## src/rtl/request_queue_ctrl_pkg.sv

```systemverilog
// Shared types for the request queue between trace parser and scheduler.
// Holds opcode, parser bundle, queue entry layout and default sizes.
package request_queue_ctrl_pkg;

    localparam int DEF_QUEUE_DEPTH = 16;
    localparam int ADDRESS_WIDTH   = 33;
    localparam int TIME_WIDTH      = 32;

    typedef enum logic [1:0] {
        READ   = 2'd0,
        WRITE  = 2'd1,
        IFETCH = 2'd2,
        NOP    = 2'd3
    } parsed_op_t;

    typedef struct packed {
        parsed_op_t               opcode;
        logic [ADDRESS_WIDTH-1:0] address;
        logic [TIME_WIDTH-1:0]    time_cpu;
    } parser_out_struct_t;

    typedef struct packed {
        parsed_op_t               opcode;
        logic [ADDRESS_WIDTH-1:0] address;
        logic [TIME_WIDTH-1:0]    arr_time;
    } queue_entry_t;

    function automatic bit is_pow2(int n);
        return (n >= 2) && ((n & (n - 1)) == 0);
    endfunction

endpackage

```

## src/rtl/request_queue_ctrl_if.sv

```systemverilog
// Parser-side admission and scheduler-side dequeue signals of the queue.
// slave is the queue controller, master is whoever drives it.
interface request_queue_ctrl_if
    import request_queue_ctrl_pkg::*;
#(
    parameter int QUEUE_DEPTH = DEF_QUEUE_DEPTH
);
    localparam int CW = $clog2(QUEUE_DEPTH) + 1;

    logic                     in_valid;
    parsed_op_t               in_opcode;
    logic [ADDRESS_WIDTH-1:0] in_address;
    logic [TIME_WIDTH-1:0]    in_time;
    logic                     queue_full;
    logic                     pending_request;
    logic                     deq_valid;
    logic                     deq_ready;
    queue_entry_t             deq_entry;
    logic [TIME_WIDTH-1:0]    sim_time;
    logic [CW-1:0]            occupancy;

    modport slave (
        input  in_valid, in_opcode, in_address, in_time,
        input  deq_ready,
        output queue_full, pending_request,
        output deq_valid, deq_entry,
        output sim_time, occupancy
    );

    modport master (
        output in_valid, in_opcode, in_address, in_time,
        output deq_ready,
        input  queue_full, pending_request,
        input  deq_valid, deq_entry,
        input  sim_time, occupancy
    );

endinterface

```

## src/rtl/request_queue_ctrl_fifo_mem.sv

```systemverilog
// Entry storage for the request queue.
// Synchronous write, asynchronous read of the head slot.
module req_fifo_mem
    import request_queue_ctrl_pkg::*;
#(
    parameter int DEPTH = DEF_QUEUE_DEPTH,
    parameter int AW    = $clog2(DEPTH)
) (
    input  logic         clk,
    input  logic         we,
    input  logic [AW-1:0] waddr,
    input  queue_entry_t wdata,
    input  logic [AW-1:0] raddr,
    output queue_entry_t rdata
);

    queue_entry_t mem_q [DEPTH];

    always_ff @(posedge clk) begin
        if (we) begin
            mem_q[waddr] <= wdata;
        end
    end

    assign rdata = mem_q[raddr];

endmodule

```

## src/rtl/request_queue_ctrl.sv

```systemverilog
// Admission control, time base and in-order queue between parser
// and DRAM scheduler; storage lives in req_fifo_mem.
module request_queue_ctrl
    import request_queue_ctrl_pkg::*;
#(
    parameter int QUEUE_DEPTH = DEF_QUEUE_DEPTH
) (
    input logic                  clk,
    input logic                  rst_n,
    request_queue_ctrl_if.slave  bus
);

    localparam int PW = $clog2(QUEUE_DEPTH);
    localparam int CW = PW + 1;

    if (!is_pow2(QUEUE_DEPTH)) begin : g_depth_chk
        $error("QUEUE_DEPTH must be a power of 2 and >= 2");
    end

    logic [PW-1:0]         head_q, head_d;
    logic [PW-1:0]         tail_q, tail_d;
    logic [CW-1:0]         count_q, count_d;
    logic [TIME_WIDTH-1:0] sim_time_q, sim_time_d;

    logic         in_real;
    logic         full;
    logic         empty;
    logic         accept;
    logic         pop;
    queue_entry_t wr_entry;
    queue_entry_t head_entry;

    always_comb begin
        in_real = bus.in_valid && (bus.in_opcode != NOP);
        full    = (count_q == CW'(QUEUE_DEPTH));
        empty   = (count_q == '0);
        accept  = in_real && !full
                  && (bus.in_time <= sim_time_q);
        pop     = !empty && bus.deq_ready;

        head_d  = head_q;
        tail_d  = tail_q;
        if (accept) begin
            tail_d = tail_q + PW'(1);
        end
        if (pop) begin
            head_d = head_q + PW'(1);
        end
        count_d = count_q + CW'(accept) - CW'(pop);

        // Skip idle time only while nothing is waiting to be served
        if (empty && in_real && (bus.in_time > sim_time_q)) begin
            sim_time_d = bus.in_time;
        end else if (sim_time_q != '1) begin
            sim_time_d = sim_time_q + TIME_WIDTH'(1);
        end else begin
            sim_time_d = sim_time_q;
        end
    end

    always_ff @(posedge clk) begin
        if (!rst_n) begin
            head_q     <= '0;
            tail_q     <= '0;
            count_q    <= '0;
            sim_time_q <= '0;
        end else begin
            head_q     <= head_d;
            tail_q     <= tail_d;
            count_q    <= count_d;
            sim_time_q <= sim_time_d;
        end
    end

    always_comb begin
        wr_entry          = '0;
        wr_entry.opcode   = bus.in_opcode;
        wr_entry.address  = bus.in_address;
        wr_entry.arr_time = bus.in_time;
    end

    req_fifo_mem #(
        .DEPTH (QUEUE_DEPTH)
    ) u_mem (
        .clk   (clk),
        .we    (accept),
        .waddr (tail_q),
        .wdata (wr_entry),
        .raddr (head_q),
        .rdata (head_entry)
    );

    // Stale payload is masked so an empty queue always shows zero
    assign bus.deq_entry       = empty ? '0 : head_entry;
    assign bus.deq_valid       = !empty;
    assign bus.queue_full      = full;
    assign bus.pending_request = in_real && !accept;
    assign bus.sim_time        = sim_time_q;
    assign bus.occupancy       = count_q;

endmodule

```

## src/flat_wrapper.sv

```systemverilog
// flat-port wrapper written by rule: the top's interface ports become plain ports
module request_queue_ctrl_flat import request_queue_ctrl_pkg::*;
#(
    parameter int QUEUE_DEPTH = DEF_QUEUE_DEPTH
)
  (clk, rst_n, bus_in_valid, bus_in_opcode, bus_in_address, bus_in_time, bus_deq_ready, bus_queue_full, bus_pending_request, bus_deq_valid, bus_deq_entry, bus_sim_time, bus_occupancy);
  request_queue_ctrl_if #(.QUEUE_DEPTH(QUEUE_DEPTH)) bus_i ();
  input logic clk;
  input logic rst_n;
  input wire logic [$bits(bus_i.in_valid)-1:0] bus_in_valid;
  input wire logic [$bits(bus_i.in_opcode)-1:0] bus_in_opcode;
  input wire logic [$bits(bus_i.in_address)-1:0] bus_in_address;
  input wire logic [$bits(bus_i.in_time)-1:0] bus_in_time;
  input wire logic [$bits(bus_i.deq_ready)-1:0] bus_deq_ready;
  output wire logic [$bits(bus_i.queue_full)-1:0] bus_queue_full;
  output wire logic [$bits(bus_i.pending_request)-1:0] bus_pending_request;
  output wire logic [$bits(bus_i.deq_valid)-1:0] bus_deq_valid;
  output wire logic [$bits(bus_i.deq_entry)-1:0] bus_deq_entry;
  output wire logic [$bits(bus_i.sim_time)-1:0] bus_sim_time;
  output wire logic [$bits(bus_i.occupancy)-1:0] bus_occupancy;
  assign bus_i.in_valid = bus_in_valid;
  assign bus_i.in_opcode = bus_in_opcode;
  assign bus_i.in_address = bus_in_address;
  assign bus_i.in_time = bus_in_time;
  assign bus_i.deq_ready = bus_deq_ready;
  assign bus_queue_full = bus_i.queue_full;
  assign bus_pending_request = bus_i.pending_request;
  assign bus_deq_valid = bus_i.deq_valid;
  assign bus_deq_entry = bus_i.deq_entry;
  assign bus_sim_time = bus_i.sim_time;
  assign bus_occupancy = bus_i.occupancy;
  request_queue_ctrl #(.QUEUE_DEPTH(QUEUE_DEPTH)) u_core (.clk(clk), .rst_n(rst_n), .bus(bus_i));
endmodule
```

## config.mk

```make
export PLATFORM = sky130hd
export DESIGN_NAME = request_queue_ctrl_flat
export DESIGN_NICKNAME = d
export VERILOG_FILES = /design/src/rtl/request_queue_ctrl_pkg.sv /design/src/rtl/request_queue_ctrl_if.sv /design/src/rtl/request_queue_ctrl_fifo_mem.sv /design/src/rtl/request_queue_ctrl.sv /design/src/flat_wrapper.sv
export SDC_FILE = /design/constraint.sdc
export NUM_CORES = 1
export LEC_CHECK = 0
export ABC_AREA = 1
export CORE_MARGIN = 3
export CORE_UTILIZATION = 30
export CTS_BUF_LIST = sky130_fd_sc_hd__clkbuf_16
export CTS_CLUSTER_SIZE = 16
export DETAILED_ROUTE_END_ITERATION = 12
export HOLD_SLACK_MARGIN = 0.03
export REMOVE_ABC_BUFFERS = 1
export SETUP_SLACK_MARGIN = 0.4
export SYNTH_ARGS = -nofsm -noshare
export SYNTH_HDL_FRONTEND = slang
export SYNTH_SLANG_ARGS = --single-unit
```

## constraint.sdc

```tcl
create_clock -name clk -period 8.2 [get_ports clk]
set_input_delay 2.05 -clock clk [delete_from_list [all_inputs] [get_ports clk]]
set_output_delay 2.05 -clock clk [all_outputs]
set_load 0.02 [all_outputs]
```

==> impl_results.md <==
* Compound-Gate Fraction of Synth Area at 13.2%
* # IOs at approximately 180
* Initial antenna violation count at 15
* Max-cap violations at 0
* # DRC at 0
* Max frequency at 0.136 GHz
* Final WL at between 100000 and 150000 µm
* Final total power at around 15000 µW
* Data required time of the worst path at 6150 ps
* Int Pwr at between 10000 and 15000 µW
* HPWL after detailed placement at slightly above 70000 µm
* Synth Register Bits at 1121
* DRT Pass-1 Iters at 5
* Largest net degree at the start of global routing at 197
* # port buffers at 177
* Initial core utilization at a little under a third
* Reg clk slew, reported paths at 50 ps
* Combinational power share at 24.8%
* Final WS setup at around 840 ps
* Layout Utilization at 35.7%
* Area grow syn2layout at 17.5%
* Worst Max-Slew Pin Slew at between 1000 and 1500 ps
* Crit path DAT at between 5000 and 6000 ps
* Clock share of power at between 30% and 40%
* Top area cells in the synthesized netlist: edfxtp_1 71%, o21ai_0 6.0%, nor2_1 5.0%
* GRT overflow at 0
* Main combinational cell family by area after synthesis: compound AO/OA/AOI/OAI gates
* Maximum VDD drop at 0.000195 V
* Post-synth EDFFs at about 1100
* Die H at ~390 µm
* Mux share of post-synthesis cell area at 0%
* Slew headroom at a little under a fifth
* FF-to-FF setup slack at about 4100 ps
* Pwr dens at roughly 280 nW/µm²
* RSZ-0062 raised after global routing: no
* Row cnt at approximately 140
* Via count at roughly 30000
* Clock Skew at about 29 ps
* Register area share after synthesis at approximately three quarters
* WHS at between 400 and 500 ps
* Place WS at 912 ps
* Fraction of layout cells with a size suffix above 1 at under 10%
* Pleak at roughly 0.017 µW
* Synth async-reset ratio at 0%
* Max H-tree Level at 3
* Cell depth of the worst flop-to-flop path at 13
* Adder-Cell Fraction of Synth Area at approximately 1.3%
* Final min period at 7360 ps
* Clk_lat worst skew at between 600 and 700 ps
* Switching Fraction at between 30% and 40%
* Simple-Gate Fraction of Synth Area at between 8 and 9%
* Crit end category: primary output
* Syn Std Cell Area at between 40000 and 50000 µm²
* Top cell type's share of synthesized area at a little under three quarters
* Tot GR Track Use at 16.5%
* Final number of setup-violating endpoints at 0
* Most frequent cell after synthesis: edfxtp_1
* Setup TNS at 0 ps
* Sequential share of power at a little over two fifths
* Final net count at ~3700
* Hold path depth at 2
* XOR/XNOR share of the synthesized area at less than 1%
* # Post-CTS Setup Buffers at 0
* Crit path max fanout at 8
* Core area at roughly 150000 µm²
* Synth area leader: edfxtp_1
* First-pass GRT wire length at roughly 190000 µm
* Die area at approximately 160000 µm²
* Clock root buffer master: clkbuf_16
* Routed WL per cell at between 20 and 25 µm
* Cell count after synthesis at between 3000 and 4000
* Cts repair resizes at 0
* CTS Hold Bufs at 0
* Sw power at between 4000 and 5000 µW
* Critical path class: input pin to primary output
* Cell variety after synth at 38
* Type of the worst min-delay path: register to register
* Hold Vio Cnt, Final at 0
* Vias in the first global route at between 20000 and 30000
* DR vias/cell at 5.24
* Synth warn at 0
* Post-synth top cells: 1072 x edfxtp_1, 599 x nor2_1, 538 x o21ai_0
* DRT antenna net count at 0
* Setup crit start kind: input pin
* Top_reg_cell synth: edfxtp_1
* Final Wtd Congestion at roughly 0.86
* Fin crit share at between 80% and 90%
* Avg Cell Area, Syn at about 13 µm²
* Status: finished, final reports clean
* Die X at 394 µm
* Clock Tree Buf Depth at 3
* TritonCTS buffer count at between 100 and 150
* DR iter-0 viols at 3215
* Max Slew Vio Count at 0
* Total clock sinks at 1121
* TritonCTS clock tree: built
## metrics by stage
| step | std cells | instance area (µm²) |
|---|---|---|
| after floorplan | 3216 | 44200 |
| after global placement | 5490 | 49600 |
| after detailed placement | 5490 | 49600 |
| after CTS | 5693 | 53100 |
| after global routing | 5694 | 53100 |
| final | 5699 | 53100 |
## routing by layer
| metal | share of wire, % | global-route usage [%] | vias up |
|---|---|---|---|
| li1 | - | - | 13300 |
| met3 | 7.9 | 2.87 | 205 |
| met2 | 46 | 26.1 | 1280 |
| met1 | 44 | 23.6 | 15000 |
| met4 | 2.1 | 4.00 | 8 |
| met5 | 0.035 | 0 | - |
## cell usage in the layout (no fill, tap or decap), types with 72 or more instances in the layout
| cell | count |
|---|---|
| a21oi_1 | 93 |
| buf_4 | 72 |
| clkbuf_16 | 112 |
| clkdlybuf4s50_1 | 177 |
| edfxtp_1 | 1072 |
| inv_1 | 122 |
| nand2_1 | 162 |
| nand3_1 | 92 |
| nor2_1 | 581 |
| o211ai_1 | 80 |
| o21ai_0 | 538 |
| o221ai_1 | 188 |
| o22ai_1 | 80 |
## state kept, by name, summed over array words and instances (netlist names), named ones only
| name | flops |
|---|---|
| u_core.tail_q | 4 |
| u_core.bus.sim_time | 32 |
| u_core.bus.occupancy | 5 |
| u_core.u_mem.mem_q | 1072 |
| u_core.head_q | 4 |
## cells by family (layout without fill, tap and decap cells)
group | count (synthesis) | in the layout
buf+inv | 350 | 578
flops | 1121 | 1121
xor+xnor | 35 | 35
fa+ha+maj | 45 | 45
other cells | 0 | 6
simple gates | 922 | 922
compound gates | 990 | 990
## power by group through the flow
| stage | clock (µW) | combinational, µW | sequential [µW] |
|---|---|---|---|
| 6_report | 4860 | 3740 | 6480 |
| 5_1_grt | 5150 | 4080 | 6490 |
| 4_1_cts | 4930 | 3790 | 6480 |
| 3_5_place_dp | 0 | 3780 | 6600 |
| 3_3_place_gp | 0 | 3750 | 6600 |
| 2_1_floorplan | 0 | 1940 | 6740 |
## final timing paths
| check | startpoint | end |
|---|---|---|
| worst max-delay path | bus_in_time[19] | bus_pending_request |
| worst min-delay path | u_core.head_q[3]$_SDFFE_PN0P_ | register |
| worst max register to register | u_core.bus.sim_time[21]$_SDFFE_PN0P_ | u_core.u_mem.mem_q[2][32]$_DFFE_PP_ |
| worst min register to register | u_core.head_q[3]$_SDFFE_PN0P_ | register |
## area by class of cell
class / instances / area (µm²)
Multi-Input combinational cell: 1992 / 10800
Timing Repair Buffer: 272 / 2770
Tap cell: 2002 / 2500
Inverter: 103 / 407
Clock inverter: 91 / 643
Antenna cell: 6 / 15.0
Clock buffer: 112 / 2800
Sequential cell: 1121 / 33200
Fill cell: 14200 / 95600
## critical path, stage by stage
cell             delay (ps)
clkdlybuf4s50_1         970
ha_1                    380
nand2_1                  60
inv_1                    50
nand2_1                  60
nand2_1                  60
nand2_1                  70
nand3_1                  80
a21oi_1                 270
nand2_1                 140
nand2_1                 140
nand2_1                 170
inv_2                   180
nor2_1                   70
clkdlybuf4s50_1         540
No activity file was read; power rests on OpenSTA's default activity.
